## src/rtl/sd_ctrl_pkg.sv

```systemverilog
// Shared types and constants for the sigma-delta kin ramp controller.
package sd_ctrl_pkg;

  typedef enum logic [2:0] {
    ST_HOLD  = 3'd0,
    ST_IDLE  = 3'd1,
    ST_RAMP  = 3'd2,
    ST_RUN   = 3'd3,
    ST_FAULT = 3'd4
  } sd_state_e;

  localparam logic [2:0] SD_ALL_LOW  = 3'b000;
  localparam logic [2:0] SD_ALL_HIGH = 3'b111;

  localparam int SD_HOLD_CYCLES_DEF = 16;
  localparam int SD_FAULT_LIMIT_DEF = 8;

endpackage

```

## src/rtl/sd_kin_slew.sv

```systemverilog
// Combinational next-kin step: moves kin by at most step toward target; step of 0 jumps.
module sd_kin_slew #(
  parameter int BITWIDTH = 32
) (
  input  logic [BITWIDTH-1:0] i_kin,
  input  logic [BITWIDTH-1:0] i_target,
  input  logic [BITWIDTH-1:0] i_step,
  output logic [BITWIDTH-1:0] o_kin_nxt,
  output logic                o_done
);

  logic [BITWIDTH:0] w_diff;
  logic [BITWIDTH:0] w_mag;
  logic              w_neg;

  // One extra bit so target - kin cannot wrap across the full signed range.
  assign w_diff = {i_target[BITWIDTH-1], i_target} - {i_kin[BITWIDTH-1], i_kin};
  assign w_neg  = w_diff[BITWIDTH];
  assign w_mag  = w_neg ? (~w_diff + 1'b1) : w_diff;

  assign o_done = (i_step == '0) || (w_mag <= {1'b0, i_step});

  always_comb begin
    o_kin_nxt = i_target;
    if (!o_done) begin
      o_kin_nxt = w_neg ? (i_kin - i_step) : (i_kin + i_step);
    end
  end

endmodule

```

## src/rtl/sd_kin_ramp_ctrl.sv

```systemverilog
// Startup hold, kin slewing and phase-fault supervision for the sigma-delta array.
// Fault monitor, FAULT state and fault counters are built only with SD_FAULT_MON_EN defined.
module sd_kin_ramp_ctrl
  import sd_ctrl_pkg::*;
#(
  parameter int BITWIDTH    = 32,
  parameter int HOLD_CYCLES = SD_HOLD_CYCLES_DEF,
  parameter int FAULT_LIMIT = SD_FAULT_LIMIT_DEF,
  parameter int CNT_W       = 8
) (
  input  logic                i_clk,
  input  logic                i_reset,
  input  logic                i_cmd_valid,
  output logic                o_cmd_ready,
  input  logic [BITWIDTH-1:0] i_cmd_kin,
  input  logic [BITWIDTH-1:0] i_cmd_step,
  input  logic                i_clear_fault,
  input  logic [2:0]          i_sd_out,
  output logic                o_sd_reset,
  output logic [BITWIDTH-1:0] o_kin,
  output logic                o_busy,
  output logic                o_locked,
  output logic                o_fault,
  output logic [CNT_W-1:0]    o_fault_count
);

  localparam int HW = $clog2(HOLD_CYCLES) + 1;

  sd_state_e           r_state;
  sd_state_e           w_state_nxt;
  logic [HW-1:0]       r_hold_cnt;
  logic [BITWIDTH-1:0] r_target;
  logic [BITWIDTH-1:0] r_step;
  logic [BITWIDTH-1:0] r_kin;
  logic                r_sd_reset;
  logic                r_busy;
  logic                r_locked;
  logic [BITWIDTH-1:0] w_slew_kin;
  logic                w_slew_done;
  logic                w_accept;
  logic                w_trip;
  logic                w_clear;

  sd_kin_slew #(.BITWIDTH(BITWIDTH)) u_slew (
    .i_kin     (r_kin),
    .i_target  (r_target),
    .i_step    (r_step),
    .o_kin_nxt (w_slew_kin),
    .o_done    (w_slew_done)
  );

`ifdef SD_FAULT_MON_EN
  localparam int BW = $clog2(FAULT_LIMIT) + 1;

  logic [BW-1:0]    r_bad_cnt;
  logic             r_fault;
  logic [CNT_W-1:0] r_fault_count;
  logic             w_illegal;

  assign w_illegal = (i_sd_out == SD_ALL_LOW) || (i_sd_out == SD_ALL_HIGH);
  assign w_trip    = (r_state == ST_RUN) && w_illegal && (r_bad_cnt == BW'(FAULT_LIMIT - 1));
  assign w_clear   = i_clear_fault;

  always_ff @(posedge i_clk) begin
    if (!i_reset) begin
      r_bad_cnt     <= '0;
      r_fault       <= 1'b0;
      r_fault_count <= '0;
    end else begin
      // Only an uninterrupted stay in RUN accumulates; any state change restarts the run.
      if ((r_state == ST_RUN) && (w_state_nxt == ST_RUN)) begin
        r_bad_cnt <= w_illegal ? (r_bad_cnt + 1'b1) : '0;
      end else begin
        r_bad_cnt <= '0;
      end
      r_fault <= (w_state_nxt == ST_FAULT);
      if (w_trip && (r_fault_count != {CNT_W{1'b1}})) begin
        r_fault_count <= r_fault_count + 1'b1;
      end
    end
  end

  assign o_fault       = r_fault;
  assign o_fault_count = r_fault_count;
`else
  logic w_unused;

  assign w_trip        = 1'b0;
  assign w_clear       = 1'b0;
  assign w_unused      = &{1'b0, i_clear_fault, i_sd_out};
  assign o_fault       = 1'b0;
  assign o_fault_count = '0;
`endif

  assign o_cmd_ready = ((r_state == ST_IDLE) || (r_state == ST_RUN)) && !w_trip;
  assign w_accept    = i_cmd_valid && o_cmd_ready;

  always_comb begin
    w_state_nxt = r_state;
    case (r_state)
      ST_HOLD:  if (r_hold_cnt == HW'(HOLD_CYCLES - 1)) w_state_nxt = ST_IDLE;
      ST_IDLE:  if (w_accept) w_state_nxt = ST_RAMP;
      ST_RAMP:  if (w_slew_done) w_state_nxt = ST_RUN;
      ST_RUN: begin
        if (w_trip)        w_state_nxt = ST_FAULT;
        else if (w_accept) w_state_nxt = ST_RAMP;
      end
      ST_FAULT: if (w_clear) w_state_nxt = ST_HOLD;
      default:  w_state_nxt = ST_HOLD;
    endcase
  end

  always_ff @(posedge i_clk) begin
    if (!i_reset) begin
      r_state    <= ST_HOLD;
      r_hold_cnt <= '0;
      r_target   <= '0;
      r_step     <= '0;
      r_kin      <= '0;
      r_sd_reset <= 1'b1;
      r_busy     <= 1'b1;
      r_locked   <= 1'b0;
    end else begin
      r_state    <= w_state_nxt;
      r_hold_cnt <= ((r_state == ST_HOLD) && (w_state_nxt == ST_HOLD)) ? (r_hold_cnt + 1'b1) : '0;
      if (w_accept) begin
        r_target <= i_cmd_kin;
        r_step   <= i_cmd_step;
      end
      // kin only survives while ramping or running; a retarget from RUN ramps from the held value.
      if ((w_state_nxt == ST_RAMP) || (w_state_nxt == ST_RUN)) begin
        if (r_state == ST_RAMP) r_kin <= w_slew_kin;
      end else begin
        r_kin <= '0;
      end
      r_sd_reset <= (w_state_nxt == ST_HOLD) || (w_state_nxt == ST_FAULT);
      r_busy     <= (w_state_nxt == ST_HOLD) || (w_state_nxt == ST_RAMP);
      r_locked   <= (w_state_nxt == ST_RUN);
    end
  end

  assign o_sd_reset = r_sd_reset;
  assign o_kin      = r_kin;
  assign o_busy     = r_busy;
  assign o_locked   = r_locked;

endmodule

```

## config.mk

```make
export PLATFORM = sky130hd
export DESIGN_NAME = sd_kin_ramp_ctrl
export DESIGN_NICKNAME = d
export VERILOG_FILES = /design/src/rtl/sd_ctrl_pkg.sv /design/src/rtl/sd_kin_slew.sv /design/src/rtl/sd_kin_ramp_ctrl.sv
export SDC_FILE = /design/constraint.sdc
export NUM_CORES = 1
export LEC_CHECK = 0
export CAP_MARGIN = 20
export CORE_MARGIN = 5
export CORE_UTILIZATION = 53
export DETAILED_ROUTE_END_ITERATION = 8
export PLACE_DENSITY = 0.76
export SYNTH_ARGS = -nofsm -noshare
export SYNTH_HDL_FRONTEND = slang
export SYNTH_SLANG_ARGS = --single-unit
```

## constraint.sdc

```tcl
create_clock -name i_clk -period 6.9 [get_ports i_clk]
set_clock_uncertainty 0.05 [all_clocks]
set_input_delay 1.38 -clock i_clk [delete_from_list [all_inputs] [get_ports i_clk]]
set_output_delay 1.38 -clock i_clk [all_outputs]
set_load 0.005 [all_outputs]
```

* After elaboration in Yosys (flattened, before gate mapping)
Index checks and enable logic that the tools add are counted.
** Word-level totals
- Register bits :: 107
- Latch bits :: 0
- Bits in writable memories :: 0
- ROM bits :: 0
- Bits of input ports :: 71
- Output and inout bits :: 45
- Word-level logic and storage cells :: 43
- Memories kept :: 0
** Cells by class
- Add/sub/neg operators :: 5
- Multipliers :: 0
- Divide/modulo/power cells :: 0
- Magnitude comparators :: 1
- Equality and inequality tests :: 8
- Shifts and indexed selects :: 0
- Muxes and demuxes :: 7
- Bitwise gates (word level) :: 1
- Reduce and logical (&&, ||, !) cells :: 13
** Operators with widths (number)
- $mux 32 :: 2
- $add 33x1->33 const B :: 1
- $le 33x32->1 :: 1
- $mux 33 :: 1
- $not 33->33 :: 1
- $sub 32x32->33 :: 1
- $add 32x32->32 :: 1
- $logic_not 32->1 :: 1
- $sub 32x32->32 :: 1
- $eq 3x2->1 const B :: 4
- $pmux 3 s4 :: 1
- $mux 3 :: 3
- $eq 3x3->1 const B :: 2
- $logic_not 3->1 :: 2
- $add 5x1->5 const B :: 1
- $eq 5x4->1 const B :: 1
- $logic_or 1x1->1 :: 5
- $reduce_and 2->1 :: 2
- $eq 3x1->1 const B :: 1
- $logic_and 1x1->1 :: 2
- $reduce_or 2->1 :: 1

* Longest topological paths before layout
- Word-level depth :: 11
- Mapped depth :: 28
- Mapped depth without buffers :: 25

* Cells and area by module
From an unflattened synthesis, not the netlist that was laid out.
** Unflattened totals
- Cells, all modules :: 1332
- Area total of the unflattened synthesis :: 10057.1 µm²
** By module, submodules not included
- sd_kin_slew :: times used 1, cells an instance 861, area an instance 6060.8 µm², seq. area each 0.0 µm²
- sd_kin_ramp_ctrl :: times used 1, cells an instance 471, area an instance 3996.3 µm², seq. area each 2142.1 µm²

* Least setup slack after synthesis
OpenSTA, ideal clock, no wires.
- Kind :: reg2reg
- Start :: register r_kin[15] (netlist: o_kin[15])
- End :: register r_kin[10] (netlist: o_kin[10])
- Library setup time :: 132 ps
- Arrival :: 5869 ps
- Required time :: 6718 ps
- Setup slack :: 849 ps
- Stages on the path, launching flop included :: 26
- Buffers on the path :: 2
- Clock period less this slack :: 6051 ps
- Cell sequence :: dfxtp_1 inv_1 ha_1 clkbuf_1 inv_1 or4_1 a211o_1 o211ai_1 a21oi_1 xor2_1 or4b_1 or4b_4 o31ai_1 xnor2_1 ha_1 a21o_1 a21o_1 a21oi_1 nor4bb_1 o31ai_1 a41oi_1 or3_1 o31a_1 buf_2 mux2i_1 a21oi_1
** Between the ends
- Cells in the longest elaborated chain, start to end :: 11
- Elaborated cells between the ends (all ways) :: 14
- Classes of those cells :: 2 x add/sub; 1 x order compare; 2 x eq/ne; 5 x mux; 1 x bitwise; 3 x reduce/logical
** Ends and longest elaborated chain
- start, declared :: RTL line sd_kin_ramp_ctrl.sv:34 : logic [BITWIDTH-1:0] r_kin;
- start signal, assigned :: RTL line sd_kin_ramp_ctrl.sv:132 : if (r_state == ST_RAMP) r_kin <= w_slew_kin;
- $sub 32x32->33 * :: RTL line sd_kin_slew.sv:17 : assign w_diff = {i_target[BITWIDTH-1], i_target} - {i_kin[BITWIDTH-1], i_kin};
- $not 33->33 :: RTL line sd_kin_slew.sv:19 : assign w_mag = w_neg ? (~w_diff + 1'b1) : w_diff;
- $add 33x1->33 :: RTL line sd_kin_slew.sv:19
- $mux 33 :: RTL line sd_kin_slew.sv:19
- $le 33x32->1 :: RTL line sd_kin_slew.sv:21 : assign o_done = (i_step == '0) || (w_mag <= {1'b0, i_step});
- $logic_or 1x1->1 :: RTL line sd_kin_slew.sv:21
- $mux 3 :: RTL line sd_kin_ramp_ctrl.sv:103 : ST_RAMP: if (w_slew_done) w_state_nxt = ST_RUN;
- $pmux 3 s4 :: RTL line sd_kin_ramp_ctrl.sv:100 : case (r_state)
- $eq 3x2->1 :: RTL line sd_kin_ramp_ctrl.sv:131 : if ((w_state_nxt == ST_RAMP) || (w_state_nxt == ST_RUN)) begin
- $logic_or 1x1->1 :: RTL line sd_kin_ramp_ctrl.sv:131
- $reduce_and 2->1 (no line)
Mark *: on every way between the ends. The rest lies on a longest branch, timed or not.
A chain may end at the register's enable or synchronous reset.

* Worst setup path after layout
- Start :: register r_kin[12] (netlist: o_kin[12])
- End :: register r_kin[20] (netlist: o_kin[20])
** Between the ends
- Cells in the longest elaborated chain, start to end :: 11
- Elaborated cells between the ends (all ways) :: 16
- Classes of those cells :: 4 x add/sub; 1 x order compare; 2 x eq/ne; 5 x mux; 1 x bitwise; 3 x reduce/logical
** Ends and longest elaborated chain (RTL line)
- $sub 32x32->33 :: sd_kin_slew.sv:17
- $not 33->33 :: sd_kin_slew.sv:19
- $add 33x1->33 :: sd_kin_slew.sv:19
- $mux 33 :: sd_kin_slew.sv:19
- $le 33x32->1 :: sd_kin_slew.sv:21
- $logic_or 1x1->1 :: sd_kin_slew.sv:21
- $mux 3 :: sd_kin_ramp_ctrl.sv:103
- $pmux 3 s4 :: sd_kin_ramp_ctrl.sv:100
- $eq 3x2->1 :: sd_kin_ramp_ctrl.sv:131
- $logic_or 1x1->1 :: sd_kin_ramp_ctrl.sv:131
- $reduce_and 2->1 (no line)
Parallel ways exist; a longest one is shown, timed or not.

==> metrics.yaml <==
numCtsBuffers: 9
htreeDepth: 3
async_reset_ff_frac: 0
synthDistinctLibCells: 79
drt_iter0_markers: 666
crit_arrival_ns: 6.80
grt_overflow: 0
synthToLayoutAreaGrowth_pct: 16.6
rsz0062_at_grt: "no"
tritoncts: "yes"
crit_slowest_cell: "or4_1"
groute.usage.overall: 0.251
dr_total_vias: 9793
num_io_pins: 116
die_w_um: 148
holdCritStartpoint: "r_hold_cnt[0]"
dieArea_mm2: 0.0218
relSlewSlack: 0.437
ys_seq_area_frac: 0.214
clock_tree.root_cell: "clkbuf_16"
cap_violations: 0
leakage_uw: 0.00508
n_antenna_cell: 0
hold-path-cell-count: 1
ys_warn_count: 0
finalInstanceArea_mm2: 0.0117
required_ns: 7.09
final_nets: 1611
tightestPinTransition_ns: 0.837
cts.sinks: 107
hold_end: "r_hold_cnt[0]"
ff2ff_setup_slack_ns: 0.29
status: "finished clean"
grt_max_degree: 68
drc_errors: 0
grt_pass1_wl_um: 45400
finalSetupTns_ns: 0
avgSynthCellArea_um2: 7.40
finalHoldViolCount: 0
crit_chain: "inv_1 > ha_1 > nand3_1 > or4_1 > a211o_1 > o211ai_1 > a21oi_1 > xor2_1 > or4b_1 > or4b_4 > o31ai_1 > xnor2_1 > ha_1 > a21o_1 > a21o_1 > a21oi_1 > nor4bb_1 > o31ai_1 > a41oi_1 > or3_1 > o31a_2 > buf_12 > and2_4 > a211oi_2"
finalSetupViolCount: 0
clkLatencyLatePin_ns: 0.37
worstRegToRegCells: 24
hold_slack_ns: 0.412
vias_per_cell: 5.84
row_count: 50
syn-cell-area_mm2: 0.0100
grt_antenna_before_repair: 0
finalCritPeriodShare: 0.958
synthCells: 1354
r2r_start: "o_kin[12]"
cts.reportedPaths.clkPinSlew_ns: 0.08
max_stage_delay_ns: 0.60
startpoint_type: "register"
ys_seq_elements: 107
coreArea_mm2: 0.0186
cts_hold_buf: 0
synth_edf_count: 0
antenna_left: 0
powerDensity_mw_per_mm2: 106
cts_buffer_depth: 2
first_global_vias: 9068
hold_class: "reg2reg"
cp-end-kind: "register"
layout_min_cycle_time_ns: 6.61
synthFlopType: "dfxtp_1"
place_area_mm2: 0.0113
fin_util: 0.627
die_h_um: 148
gp_congestion: 0.972
start_util: 0.538
path_class: "reg2reg"
hpwl_um: 21300
worst-path-max-fanout: 27
vdd_drop_max_v: 0.000154
crit-reg2reg-capture: "o_kin[20]"
slew_viol_final: 0
portBuffers: 102
wirelength_um: 27900
dr.pass1.iters: 6
fmax_mhz: 151
wl_per_cell_um: 16.6
drive_gt1_frac: 0.0526
-- cell usage in the layout, fill, tap and decap left out, drive strengths merged, types with 32 or more instances in the layout --
cell,n
a21oi,103
a21boi,67
xnor2,77
clkdlybuf4s50,101
dfxtp,107
ha,99
o21ai,102
inv,102
a21o,32
nand2,197
nor2,75
-- layer usage --
metal  share of wire  GRT usage  up-vias
li1                -          -     4940
met1            0.47      0.351     4531
met5               0          0        -
met2            0.45      0.410      285
met3           0.059     0.0297       37
met4           0.019     0.0704        0
-- logic make-up (layout without fill, tap and decap cells) --
group | count (synthesis) | after routing | synth area share
mux | 26 | 26 | 0.0260
other cells | 1 | 9 | 0.000374
flops | 107 | 107 | 0.214
simple gates | 439 | 439 | 0.209
xor+xnor | 103 | 103 | 0.0900
compound gates | 414 | 414 | 0.268
fa+ha+maj | 101 | 101 | 0.128
buf+inv | 163 | 245 | 0.0661
-- area by class of cell --
type                       count  area (um^2)
multi-input combinational   1092         7280
fill                        1737         6960
sequential                   107         2140
timing repair buffer         131         1280
inverter                      98          368
tap                          234          293
clock buffer                   9          225
clock inverter                 7         93.8
-- registers in the layout, indices dropped and copies added (netlist names) --
register,cells
o_busy,1
o_kin,32
o_locked,1
r_state,3
r_target,32
o_sd_reset,1
r_step,32
r_hold_cnt,5
-- where the power goes --
group	switching, uW	total, uW	internal, uW
registers	1.08	619	618
clock network	273	566	293
logic	14.7	54.7	40.0
-- what timing repair did --
item,in CTS,in global routing
setup buffers,0,2
hold endpoints to repair,0,0
endpoints found under the setup margin,0,28
resized for setup,0,6
-- cells in the mapped netlist, drive strengths merged (3+ instances only) --
cell	instances	area, um^2
dfxtp	107	2140
and2	11	71.3
nand4	19	119
o31a	4	35.0
o21a	18	135
or3	13	81.3
clkbuf	44	165
or4	6	45.0
nand2b	14	87.6
xor2	26	228
o31ai	17	133
o21ai	102	510
buf	21	130
and4	3	26.3
nand2	197	739
a221oi	3	32.5
ha	99	1240
nor2b	15	101
a211oi	11	108
mux2i	26	260
xnor2	77	674
nor4	12	75.1
nor3	21	105
o211ai	9	67.6
or2	7	43.8
a21oi	103	527
a31oi	9	56.3
o22ai	3	18.8
o41ai	4	35.0
a211o	5	43.8
nor2	75	282
or4b	3	37.5
inv	98	368
o21bai	5	37.5
a21o	32	240
nand3	23	115
and3	8	50.1
a21boi	67	503
o311ai	3	26.3
nor4b	4	41.3
a311oi	3	26.3
-- worst max-delay path by stage --
| stage | slack (ns) | endpoint | cells after the start | startpoint |
|---|---|---|---|---|
| finish | 0.29 | o_kin[20] | 24 | o_kin[12] |
| global route | 0.02 | o_kin[17] | 24 | o_kin[12] |
| CTS | 0.20 | o_kin[31] | 25 | o_kin[10] |
| detailed placement | 0.34 | o_kin[31] | 25 | o_kin[12] |
| global placement | 0.39 | o_kin[20] | 24 | o_kin[12] |
| floorplan | 0.85 | o_kin[10] | 25 | o_kin[15] |
-- stage by stage --
| stage | power, uW | setup WS (ns) | cells |
|---|---|---|---|
| finish | 1240 | 0.289 | 1678 |
| floorplan | 652 | 0.849 | 1362 |
| global route | 1280 | 0.0179 | 1678 |
| global placement | 688 | 0.391 | 1659 |
| detailed placement | 689 | 0.342 | 1659 |
| CTS | 1250 | 0.204 | 1675 |
-- critical path: cells and delay by family (launching register included) --
| kind | cells | cell delay (ns) |
|---|---|---|
| adders and majority gates | 2 | 0.64 |
| AOI/OAI and AO/OA | 11 | 2.15 |
| buffers and inverters | 2 | 0.28 |
| and+or+nand+nor | 7 | 2.51 |
| DFF | 1 | 0.39 |
| xor gates and xnor gates | 2 | 0.42 |
No activity file was read; power rests on OpenSTA's default activity.
